**config.mk**
```make
export PLATFORM = sky130hd
export DESIGN_NAME = uart_rx_fifo
export DESIGN_NICKNAME = d
export VERILOG_FILES = /design/src/rtl/uart_pkg.sv /design/src/rtl/uart_fifo_mem.sv /design/src/rtl/uart_rx_fifo.sv
export SDC_FILE = /design/constraint.sdc
export NUM_CORES = 1
export LEC_CHECK = 0
export CAP_MARGIN = 15
export CORE_MARGIN = 10
export CORE_UTILIZATION = 50
export DETAILED_ROUTE_END_ITERATION = 10
export PLACE_DENSITY_LB_ADDON = 0.05
export SLEW_MARGIN = 30
export SYNTH_ARGS = -nofsm -noshare
export SYNTH_HDL_FRONTEND = slang
export SYNTH_HIERARCHICAL = 1
export SYNTH_SLANG_ARGS = --single-unit
```
**constraint.sdc**
```tcl
create_clock -name clk -period 3.2 [get_ports clk]
set_input_delay 0.96 -clock clk [delete_from_list [all_inputs] [get_ports clk]]
set_output_delay 0.96 -clock clk [all_outputs]
set_load 0.005 [all_outputs]
```
**src/rtl/uart_pkg.sv**
```systemverilog
// Shared UART constants and types for the receive path.
package uart_pkg;

    localparam int UART_DATA_W        = 8;
    localparam int UART_RX_FIFO_DEPTH = 16;

    typedef logic [UART_DATA_W-1:0] uart_byte_t;

endpackage : uart_pkg

```
**src/rtl/uart_fifo_mem.sv**
```systemverilog
// DEPTH x byte register array: one synchronous write port, one combinational read port.
module uart_fifo_mem
    import uart_pkg::*;
#(
    parameter int DEPTH  = UART_RX_FIFO_DEPTH,
    parameter int ADDR_W = $clog2(DEPTH)
) (
    input  logic              clk,
    input  logic              we,
    input  logic [ADDR_W-1:0] waddr,
    input  uart_byte_t        wdata,
    input  logic [ADDR_W-1:0] raddr,
    output uart_byte_t        rdata
);

    // Contents are deliberately not reset; readers gate on rd_valid.
    uart_byte_t mem_q [DEPTH];

    always_ff @(posedge clk) begin
        if (we) begin
            mem_q[waddr] <= wdata;
        end
    end

    assign rdata = mem_q[raddr];

endmodule : uart_fifo_mem

```
**src/rtl/uart_rx_fifo.sv**
```systemverilog
// First-word-fall-through byte FIFO behind the UART receiver, with sticky overrun flag.
// Optional: define UART_RX_FIFO_OVERRUN_CNT_EN to add the saturating overrun_cnt output.
module uart_rx_fifo
    import uart_pkg::*;
#(
    parameter  int DEPTH  = UART_RX_FIFO_DEPTH,
    localparam int ADDR_W = $clog2(DEPTH)
) (
    input  logic             clk,
    input  logic             rst,
    input  uart_byte_t       rx_data,
    input  logic             rx_done,
    output uart_byte_t       rd_data,
    output logic             rd_valid,
    input  logic             rd_ready,
    output logic [ADDR_W:0]  count,
    output logic             full,
    output logic             empty,
`ifdef UART_RX_FIFO_OVERRUN_CNT_EN
    output logic [7:0]       overrun_cnt,
`endif
    output logic             overrun,
    input  logic             overrun_clr
);

    logic [ADDR_W:0] wr_ptr_q, wr_ptr_d;
    logic [ADDR_W:0] rd_ptr_q, rd_ptr_d;
    logic [ADDR_W:0] count_q, count_d;
    logic            overrun_q, overrun_d;

    logic rd_fire;
    logic wr_fire;
    logic ovr_evt;

    // Status comes from registered pointers only, so no input reaches these flags combinationally.
    assign empty    = (wr_ptr_q == rd_ptr_q);
    assign full     = (wr_ptr_q[ADDR_W-1:0] == rd_ptr_q[ADDR_W-1:0]) &&
                      (wr_ptr_q[ADDR_W] != rd_ptr_q[ADDR_W]);
    assign rd_valid = !empty;

    assign rd_fire = rd_valid & rd_ready;
    assign wr_fire = rx_done & (!full | rd_fire);
    assign ovr_evt = rx_done & full & !rd_fire;

    always_comb begin
        wr_ptr_d  = wr_ptr_q;
        rd_ptr_d  = rd_ptr_q;
        count_d   = count_q;
        overrun_d = overrun_q;

        if (wr_fire) begin
            wr_ptr_d = wr_ptr_q + 1'b1;
        end
        if (rd_fire) begin
            rd_ptr_d = rd_ptr_q + 1'b1;
        end

        unique case ({wr_fire, rd_fire})
            2'b10:   count_d = count_q + 1'b1;
            2'b01:   count_d = count_q - 1'b1;
            default: count_d = count_q;
        endcase

        // A new drop beats a same-cycle clear.
        if (ovr_evt) begin
            overrun_d = 1'b1;
        end else if (overrun_clr) begin
            overrun_d = 1'b0;
        end
    end

    always_ff @(posedge clk) begin
        if (rst) begin
            wr_ptr_q  <= '0;
            rd_ptr_q  <= '0;
            count_q   <= '0;
            overrun_q <= 1'b0;
        end else begin
            wr_ptr_q  <= wr_ptr_d;
            rd_ptr_q  <= rd_ptr_d;
            count_q   <= count_d;
            overrun_q <= overrun_d;
        end
    end

    assign count   = count_q;
    assign overrun = overrun_q;

`ifdef UART_RX_FIFO_OVERRUN_CNT_EN
    logic [7:0] ovr_cnt_q, ovr_cnt_d;

    always_comb begin
        ovr_cnt_d = ovr_cnt_q;
        if (overrun_clr) begin
            ovr_cnt_d = ovr_evt ? 8'd1 : 8'd0;
        end else if (ovr_evt && (ovr_cnt_q != 8'hFF)) begin
            ovr_cnt_d = ovr_cnt_q + 8'd1;
        end
    end

    always_ff @(posedge clk) begin
        if (rst) begin
            ovr_cnt_q <= '0;
        end else begin
            ovr_cnt_q <= ovr_cnt_d;
        end
    end

    assign overrun_cnt = ovr_cnt_q;
`endif

    uart_fifo_mem #(
        .DEPTH  (DEPTH),
        .ADDR_W (ADDR_W)
    ) u_mem (
        .clk   (clk),
        .we    (wr_fire),
        .waddr (wr_ptr_q[ADDR_W-1:0]),
        .wdata (rx_data),
        .raddr (rd_ptr_q[ADDR_W-1:0]),
        .rdata (rd_data)
    );

endmodule : uart_rx_fifo

```
======== Word-level counts from Yosys, hierarchy flattened ========
Memories as Yosys holds them, arrays and structs flattened. A register that Yosys moved wholly into a read port is not among the register bits.
Cells that the tools add are included.
cells by class
  add/subtract/negate cells ............... 4
  equality and inequality tests ........... 5
  multiplexer cells ....................... 7
  bitwise logic cells ..................... 5
  reduce and logical (&&, ||, !) cells .... 6
operators by type and width
  kind                                                                    number
  5-bit by 1-bit adder with 5-bit output (second input constant)          3
  5-bit case mux with 2 select lines                                      1
  4-bit two-way mux                                                       2
  5-bit equality test                                                     1
  5-bit by 1-bit subtractor with 5-bit output (second input constant)     1
  1-bit bitwise AND                                                       4
  4-bit equality test                                                     1
  1-bit two-way mux                                                       4
  2-bit nonzero test                                                      2
  1-bit logical NOT                                                       3
  2-bit by 1-bit equality test with 1-bit output (second input constant)  1
  2-bit equality test (second input constant)                             1
  1-bit logical AND                                                       1
  1-bit != test                                                           1
  1-bit bitwise OR                                                        1
storage, ports and cells
  register bits ........................... 16
  memory bits (writable) .................. 128
  output and inout bits ................... 17
  word-level logic and storage cells ...... 32
  memories ................................ 1
memory list
  memory       words  bits a word  read ports  clocked after memory_dff  write ports  line                 RTL
  u_mem.mem_q  16     8            1           1                         1            uart_fifo_mem.sv:17  uart_byte_t mem_q [DEPTH];

======== Logic depth before layout (Yosys ltp) ========
  word-level depth ........................ 7
  gate-level depth with buffers ........... 10
  gate-level depth less buffers ........... 9

======== Cells and area by module ========
The synthesis kept the hierarchy.
modules (own cells, without submodules)
  module         times used  cells an instance  area an instance (um^2)
  uart_fifo_mem  1           221                4987.3
  uart_rx_fifo   1           101                932.1

======== Worst setup path before layout ========
No wires, ideal clock.
  path type ............................... in2reg
  from .................................... input rd_ready
  to ...................................... memory u_mem/mem_q[0][0] in the netlist's numbering (enable)
  arrival ................................. 2.313 ns
  data required time ...................... 2.817 ns
  setup slack ............................. 0.504 ns
  cell stages on the path ................. 4
  path buffers ............................ 0
  cell sequence ........................... o31ai_1 -> inv_1 -> or3b_2 -> nor3_1
between the ends
  longest elaborated chain between the ends .. 5
RTL lines
  item                                     line                 RTL
  from (decl)                              uart_rx_fifo.sv:15   input logic rd_ready,
  1-bit bitwise AND                        uart_rx_fifo.sv:41   assign rd_fire = rd_valid & rd_ready;
  1-bit bitwise OR                         uart_rx_fifo.sv:42   assign wr_fire = rx_done & (!full | rd_fire);
  1-bit bitwise AND                        uart_rx_fifo.sv:42
  named net wr_fire                        uart_rx_fifo.sv:32   logic wr_fire;
  1-bit two-way mux                        uart_fifo_mem.sv:20  if (we) begin
  1-bit two-way mux (implied by the code)  uart_fifo_mem.sv:21  mem_q[waddr] <= wdata;
  to (decl)                                uart_fifo_mem.sv:17
The timed path passes the listed nets, and every way through them passes these cells.

==> results.cfg <==
[timing]
worst_margin_pin_slew_ns = 0.910
period_share_pct = 96.9
fin_worst_skew_ns = 0.00574
hold_violations = 0
drv_slew = 0
setup_violations = 0
worst_slew_margin_relative_to_its_limit_pct = 39.1
min_period_ns = 3.10
grt_setup_unrepaired = false
max_clock_freq_mhz = 323
tns_ns = 0

[die]
die_height_um = 129
starting_density_of_the_core_pct = 51.4
ioPinCount = 30
floorplan.rows = 39
fp.dieW_um = 129
fp.dieArea_sq_um = 16600
placeableCoreArea_sq_um = 11500

[place]
numPortBuffers = 29
gp_congestion = 0.760
dp.cells = 515
dp_hpwl_um = 7310

[clock_tree]
cts_buffers = 17
cts.reportedPaths.clkPinSlew_ns = 0.05
cts-root-to-sink-buffers = 2
clk_root_buffer_cell = sky130_fd_sc_hd__clkbuf_16
cts-htree-levels = 4
post_cts_hold_buffers = 0
cts.sink_count = 144
clk-insertion-delay-late_ns = 0.42
clock_tree_from_tritoncts = built

[synth]
synthesized_flop_and_latch_total = 144
ys_warn_count = 6
netlist_area_sq_um = 5920
synthArstFlopShare_pct = 0
synth_area_per_cell_sq_um = 18.4
postSynthCellCount = 322
synth_area_leaders = sky130_fd_sc_hd__edfxtp_1, sky130_fd_sc_hd__mux4_2, sky130_fd_sc_hd__mux4_1
share_of_the_synthesized_area_in_the_top_cell_type_pct = 64.9
synth_common_cells = sky130_fd_sc_hd__edfxtp_1, sky130_fd_sc_hd__nor2_1, sky130_fd_sc_hd__mux4_2
mappedNetlistNets = 341
synth_edf_count = 128
postSynth.topFlopCell = sky130_fd_sc_hd__edfxtp_1
post-synth-top-area-cell = sky130_fd_sc_hd__edfxtp_1
synth-seq-area-share_pct = 70.3
synthDistinctLibCells = 43
synth_most_common_cell = sky130_fd_sc_hd__edfxtp_1

[cells_and_area]
instances_no_fill = 549
nets = 412
antenna-diode-count = 0
area_delta_synth_final_pct = 22.8
post_route_cells_drive_above_1_share_pct = 26.8

[routing]
finalWirelength_um = 12000
detailedRoute.firstIterationViolations = 277
firstDrtPassIters = 4
wl_per_cell_um = 21.8
drt-vias-per-instance = 5.74
antenna_violating_nets_post_route = 0
vias = 3154
post-route-drc-count = 0

[global_routing]
wire_length_of_the_first_global_routing_pass_um = 18500
globalRoute.totalOverflow = 0
gr-usage-all-layers_pct = 15.3
grt_pass1_vias = 3222
grt_antenna_before_repair = 0
grt_start_max_net_pins = 29

[setup_path]
path_class = register to output port
setup.reg_to_reg.worst_slack_ns = 0.66
timing.critical_path.slowest_cell_delay_ns = 0.51
crit_arrival_ns = 2.14
worst_setup_path_end_kind = output port
crit_chain = buf_12, buf_16, mux4_2, a22oi_2, nand2_2, clkdlybuf4s15_1
start_kind = register
critical_path.max_fanout = 10
critical-path-slowest-cell = sky130_fd_sc_hd__mux4_2
worst-endpoint-required_ns = 2.24

[status]
status = finished clean

[power_and_ir_drop]
vdd.ir_drop.worst_v = 0.000350
power_per_cell_area_nw_per_um2 = 680
power_leakage_nw = 2.46

[hold_path]
min_path_type = register to register

[run]
maxCapViolCount = 0
[registers in the layout, indices dropped and copies added (netlist names)]
register     flops
u_mem/mem_q    128
count            5
rd_ptr_q         5
wr_ptr_q         5
overrun          1
[area by class of cell]
cell class / count / area [sq um]
clock buffer: 19 / 433
clock inverter: 13 / 169
fill: 848 / 4250
inverter: 4 / 15.0
multi-input combinational: 161 / 1680
sequential: 144 / 4170
tap: 143 / 179
timing repair buffer: 65 / 624
[where the power goes]
part / switching (W) / leakage [nW] / internal, W / total (W)
combinational: 0.000351 / 0.889 / 0.000455 / 0.000806
sequential: 0.0000396 / 1.29 / 0.00210 / 0.00213
clock: 0.000710 / 0.287 / 0.00129 / 0.00200
total: 0.00110 / 2.46 / 0.00384 / 0.00494
[critical path: cells and delay by family, from the launching register on]
family,cells,cell delay [ns]
compound gates,1,0.22
buf+inv,3,0.48
flops,1,0.40
mux,1,0.51
simple gates,1,0.10
[path summary, 6_finish.rpt]
check,startpoint,endpoint,depth (start not counted)
max,rd_ptr_q[0],rd_data[7],6
min,rd_ptr_q[1],rd_ptr_q[1],2
max reg2reg,rd_ptr_q[0],count[4],9
min reg2reg,rd_ptr_q[1],rd_ptr_q[1],2
[layer usage]
metal,track usage (%),share of wire (%),up-vias
li1,-,-,1436
met1,19.2,45,1628
met2,24.4,49,73
met3,4.23,4.8,17
met4,6.62,1.5,0
met5,0,0,-
[metrics by stage]
stage	power [W]	hold WS [ns]	instance area, sq um	worst slack [ns]	util [%]
2_1_floorplan	0.00263	0.517	5920	0.504	-
3_3_place_gp	0.00291	0.527	6570	0.0463	57.0
3_5_place_dp	0.00291	0.539	6570	0.0199	57.0
4_1_cts	0.00496	0.533	7250	-0.114	62.9
5_1_grt	0.00514	0.566	7270	0.000154	63.1
6_report	0.00494	0.526	7270	0.100	63.1
[placed cells by master, fill, tap and decap left out, types with 5 or more instances in the layout]
master | Yosys | routed
sky130_fd_sc_hd__a21oi_1 | 6 | 6
sky130_fd_sc_hd__ha_1 | 5 | 5
sky130_fd_sc_hd__mux4_2 | 18 | 25
sky130_fd_sc_hd__a22oi_1 | 16 | 5
sky130_fd_sc_hd__xor2_1 | 6 | 6
sky130_fd_sc_hd__dfxtp_1 | 16 | 13
sky130_fd_sc_hd__clkdlybuf4s50_1 | 0 | 21
sky130_fd_sc_hd__edfxtp_1 | 128 | 128
sky130_fd_sc_hd__a22oi_2 | 0 | 11
sky130_fd_sc_hd__mux4_1 | 14 | 7
sky130_fd_sc_hd__nand2_1 | 13 | 11
sky130_fd_sc_hd__dlygate4sd2_1 | 0 | 5
sky130_fd_sc_hd__buf_4 | 1 | 31
sky130_fd_sc_hd__xnor2_1 | 8 | 7
sky130_fd_sc_hd__clkbuf_16 | 0 | 17
sky130_fd_sc_hd__nor3_1 | 6 | 6
sky130_fd_sc_hd__nor2_1 | 25 | 25
[logic make-up after synthesis]
family,after synthesis,share of synthesized area (%)
simple gates,68,5.58
fa+ha+maj,6,1.40
mux,38,14.2
compound gates,34,4.12
flops,144,70.3
buf+inv,17,2.03
xor+xnor,15,2.35
[timing repair]
action / CTS / global route
endpoints found under the setup margin: 8 / 6
setup buffers: 1 / 0
gates resized for setup: 24 / 14
cloned: 1 / 0
pin swaps: 1 / 2
Power figures use the tool's default switching activity.
==> variant 1 (config.mk and constraints unchanged) <==
Set the package constant `UART_RX_FIFO_DEPTH` to 32 (it was 16).
--- a/src/rtl/uart_pkg.sv
+++ b/src/rtl/uart_pkg.sv
@@ -2,7 +2,7 @@
 package uart_pkg;
 
     localparam int UART_DATA_W        = 8;
-    localparam int UART_RX_FIFO_DEPTH = 16;
+    localparam int UART_RX_FIFO_DEPTH = 32;
 
     typedef logic [UART_DATA_W-1:0] uart_byte_t;
 
Interface: changed (resized count); port bits go from 30 to 31. The function was not compared with the original's and may differ.
==> variant 1 against the original RTL <==
  * The flow now finishes with violations (setup timing)
  * Largest power group unchanged
  * Wire length increased by 100%
  * Synthesized area increased by 86%
  * Final area increased by 85%
  * Critical path depth increased by 2
  * Setup slack got worse by 0.65 ns
  * Sequential cell count increased by 131
  * Power increased by 77%
  * Maximum frequency decreased by 17%
  * Critical endpoint is now rd_data[1]
  * Non-clock buffer count increased by 51
  * Critical path type unchanged
  * Sequential share of layout area increased by 2.7 points
  * Global-route usage increased by 1.8 points
  * Final cell count increased by 73%
  * Count of clock-buffer cells in the layout increased by 24
  * Synthesized cell count increased by 63%
==> variant 1: results (changes against the original RTL) <==
Detailed routing
  • Pre-antenna DRT Iters: 5 (+1)
  • Wire length on met2: 11500 µm (+97%)
  • WL per Instance: 25.8 µm (+18%)
  • Avg Vias per Cell: 5.83 (+1.5%)
  • Initial DRC Count: 621 (+120%)

Power and ir drop
  • P_leak: 4.36 nW (+77%)
  • Clock group share of total power: 35.1% (-5.4 points)

Timing
  • Worst Tran Pin Value: 1.01 ns (+0.103 ns)
  • Setup ws final: -0.550 ns (-0.650 ns)
  • Setup TNS: -3.94 ns (-3.94 ns)
  • # setup viols final: 8 (+8)

GRT
  • Met1 Use GR: 25.2% (+5.9 points)
  • Tot GR Track Use: 17.1% (+1.8 points)
  • Met2 Use GR: 26.2% (+1.8 points)
  • Largest net degree at the start of global routing: 33 (+14%)

Hold path
  • Hold endpoint: overrun$_SDFFE_PP0P_

Clocking
  • Postcts setup bufs: 26 (+25)
  • Longest Clk Path Bufs: 3 (+1)
  • Clk_lat worst skew: 0.53 ns (+0.11 ns)
  • Cts bufs inserted: 28 (+11)
  • Htree depth: 1 (-3)

Synth
  • Fraction of synthesized area in multiplexers: 17.7% (+3.5 points)
  • Top cell type's share of synthesized area: 70.0% (+5.1 points)
  • Post-Synth XOR/XNOR Area: 1.88% (-0.47 points)
  • Post-Syn Instances: 525 (+63%)
  • Ranking of synthesized cells by area: edfxtp_1, mux4_2, dfxtp_1, nor2_1, xnor2_1
  • Distinct cells, synth: 40 (-7.0%)

Status
  • Failing checks: setup timing
  • Status: finished with violations

Critical path
  • Reg-to-reg setup timing slack: 0.34 ns (-0.32 ns)
  • CP Data Arrival Time: 2.79 ns (+0.65 ns)

Finish
  • Layout clock buffer count: 43 (+24)
  • Final non-clock buffer share: 9.29% (+0.71 points)
  • Max FFs per register: 256 (+100%)
  • Count of non-CTS buffers in the layout: 116 (+78%)

Place
  • Buffers on Ports: 30 (+3.4%)
==> variant 1: changes by cell type after synthesis, sizes merged, moves of 7 or more <==
| cell | unedited run | this run |
|---|---|---|
| edfxtp | 128 | 256 |
| mux4 | 32 | 80 |
| a22oi | 16 | 0 |
| buf | 9 | 16 |
| nand2 | 13 | 6 |
| nor2 | 25 | 54 |
==> variant 1: per-stage QoR <==
stage	instance area (µm²)	worst slack [ns]	hold WS (ns)	util [%]	power, mW
final	13400	-0.550	0.473	62.0	8.74
after CTS	13300	-0.583	0.479	61.5	8.77
after detailed placement	12000	-0.287	0.461	55.4	5.32
after global placement	12000	-0.287	0.467	55.4	5.30
after floorplan	11000	0.124	0.461	-	4.85
after global routing	13400	-0.606	0.507	62.0	9.07
==> variant 1: worst max-delay path, delay by kind of cell, from the launching register on <==
kind,cells,cell delay [ns]
buffers and inverters,5,0.58
multiplexers,3,1.31
flip-flops,1,0.37
==> variant 2 (config.mk and constraints unchanged) <==
Without the edit above. Register the output `overrun` once more, without a reset; this adds one clock of latency there. The other outputs are not delayed to match.
--- a/src/rtl/uart_rx_fifo.sv
+++ b/src/rtl/uart_rx_fifo.sv
@@ -84,7 +84,9 @@
     end
 
     assign count   = count_q;
-    assign overrun = overrun_q;
+    always_ff @(posedge clk) begin
+        overrun <= overrun_q;
+    end
 
 `ifdef UART_RX_FIFO_OVERRUN_CNT_EN
     logic [7:0] ovr_cnt_q, ovr_cnt_d;
Function: same outputs for any inputs over 10 cycles, from zero or initial values and one cycle with rst high; that may be too few to reach the edited logic, so the function may still have changed.
==> variant 2 against the original RTL <==
  * Synthesized area grew 0.34%
  * Sequential cell count grew 1
  * Synthesized cell count grew 0.31%
  * Setup slack lost 0.060 ns
  * First-iteration DRC count grew 14%
  * Register-to-register slack lost 0.28 ns
  * Final area grew 1.8%
  * Power grew 3.7%
  * Wire length shrank 0.64%
  * Highest routed layer unchanged
  * Critical path depth is the same
  * Worst hold slack lost 0.17 ns
==> variant 2: results (changes against the original RTL) <==
Status
  • Status: completed

Finish
  • Fin nets: 422 (+2.4%)
  • Number of diodes: 0 (unchanged)
  • Layout cells sized above 1: 26.9% (+0.076 points)
  • Fillers: 841 (-0.83%)
  • Top reg by flops: u_mem/mem_q
  • Max FFs per register: 128 (unchanged)

Synth
  • Leading cell types by count after synthesis: edfxtp_1, nor2_1, mux4_2
  • Sequential-to-total area share from yosys stat: 70.4% (+0.10 points)
  • Post-Syn Instances: 323 (+0.31%)
  • EDFF count, synth: 128 (unchanged)
  • Async set-reset flop share out of synthesis: 0% (unchanged)
  • Syn Nets: 342 (+0.29%)
  • Ranking of synthesized cells by area: edfxtp_1, mux4_2, mux4_1, dfxtp_1, a22oi_1
  • Yosys warns: 6 (unchanged)
  • Distinct cells, synth: 43 (unchanged)

Timing
  • Skew final: 0.00514 ns (-0.000599 ns)
  • Worst Tran Pin Value: 0.916 ns (+0.00544 ns)
  • Final slew viol count: 0 (unchanged)

Clocking
  • Clock root buffer: clkbuf_16
  • CTS clk-pin slew, worst paths: 0.06 ns
  • Htree depth: 4 (unchanged)
  • Cts bufs inserted: 17 (unchanged)
  • Longest Clk Path Bufs: 2 (unchanged)
  • Clk_lat worst skew: 0.41 ns

Critical path
  • CP Launch Point: rd_ptr_q[0]$_SDFFE_PP0N_
  • CP Data Arrival Time: 2.20 ns (+0.06 ns)
  • Worst Reg-to-Reg Cells: 11 (+2)
  • FF-to-FF End: count[4]$_SDFFE_PP0P_
  • Crit path to: rd_data[5]
  • Worst r2r src: rd_ptr_q[0]$_SDFFE_PP0N_
  • CP Max Fanout: 10 (unchanged)
  • Reg-to-reg setup timing slack: 0.38 ns (-0.28 ns)

Detailed routing
  • Vias post-DR: 3114 (-1.3%)
  • WL per Instance: 21.3 µm (-2.4%)
  • Initial DRC Count: 316 (+14%)
  • Avg Vias per Cell: 5.57 (-3.0%)
  • Pre-antenna DRT Iters: 4 (unchanged)

Power and ir drop
  • Max rail drop VDD: 330 µV (-5.6%)
  • P_leak: 2.57 nW (+4.1%)
  • Switch share: 21.3% (-0.98 points)

GRT
  • First-pass GRT wire length: 18800 µm (+1.5%)
  • Antenna violations before repair: 0 (unchanged)
  • Largest net degree at the start of global routing: 33 (+14%)
  • Vias in the first global route: 3369 (+4.6%)
  • Tot GR Track Use: 15.5% (+0.18 points)

Place
  • Dpl cell area: 0.00659 mm² (+0.42%)
  • Hpwl dp: 7530 µm (+2.9%)
  • Placed cells: 517 (+0.39%)
  • Buffers on Ports: 29 (unchanged)
  • GP Congestion: 0.741 (-2.4%)

Hold path
  • Hold Crit Class: reg2reg
variant 2: kinds of logic after synthesis:
family	Yosys count	share of synthesized area, %
flip-flops	145	70.4
adder cells (fa/ha/maj)	6	1.39
multiplexers	38	14.1
buffers and inverters	17	2.02
XOR/XNOR	15	2.34
AO/OA/AOI/OAI	34	4.11
AND/OR/NAND/NOR	68	5.56
variant 2: per-stage QoR:
stage	worst slack, ns	util (%)	hold WS, ns
5_1_grt	-0.0460	64.3	0.380
6_report	0.0398	64.3	0.361
3_3_place_gp	0.0191	57.2	0.345
2_1_floorplan	0.504	-	0.331
3_5_place_dp	-0.0314	57.2	0.344
4_1_cts	-0.106	63.8	0.362
variant 2: layer usage:
metal | share of wire (%) | wire length, µm | GRT usage (%)
met5 | 0 | 0 | 0
met2 | 51 | 6120 | 26.0
met4 | 1.2 | 140 | 6.56
met1 | 43 | 5130 | 18.1
met3 | 4.2 | 505 | 4.64
variant 2: area by class of cell:
class | count | area, µm² | area share [%]
sequential | 145 | 4190 | 56.6
multi-input combinational | 161 | 1690 | 22.8
timing repair buffer | 74 | 686 | 9.27
clock buffer | 18 | 429 | 5.80
clock inverter | 14 | 218 | 2.94
tap | 143 | 179 | 2.42
inverter | 4 | 15.0 | 0.203
variant 2: what timing repair did:
action                     4_1_cts  5_1_grt
setup endpoints to repair        9        9
gates cloned                     1        0
buffers inserted                 5        5
resized for setup               20       13
pin swaps                        5        2
variant 2: worst min path at each step:
stage | startpoint | end | slack (ns) | depth (start not counted)
after floorplan | overrun_q$_SDFFE_PP0P_ | overrun$_DFF_P_ | 0.33 | 0
after global placement | overrun_q$_SDFFE_PP0P_ | overrun$_DFF_P_ | 0.35 | 0
after detailed placement | overrun_q$_SDFFE_PP0P_ | overrun$_DFF_P_ | 0.34 | 0
after CTS | overrun_q$_SDFFE_PP0P_ | overrun$_DFF_P_ | 0.36 | 0
after global routing | overrun_q$_SDFFE_PP0P_ | overrun$_DFF_P_ | 0.38 | 0
final | overrun_q$_SDFFE_PP0P_ | overrun$_DFF_P_ | 0.36 | 0
variant 2: worst max-delay path, stage by stage (launching register included):
cell           delay, ns
dfxtp_4             0.40
buf_12              0.14
buf_4               0.12
mux4_1              0.55
a22oi_2             0.18
nand2_1             0.11
dlygate4sd2_1       0.28
variant 2: power by group through the flow:
stage	combinational [mW]	sequential, mW	clock [mW]
floorplan	0.460	2.18	0
global placement	0.739	2.18	0
detailed placement	0.751	2.18	0
CTS	0.828	2.14	2.19
global route	0.916	2.15	2.27
finish	0.838	2.15	2.14
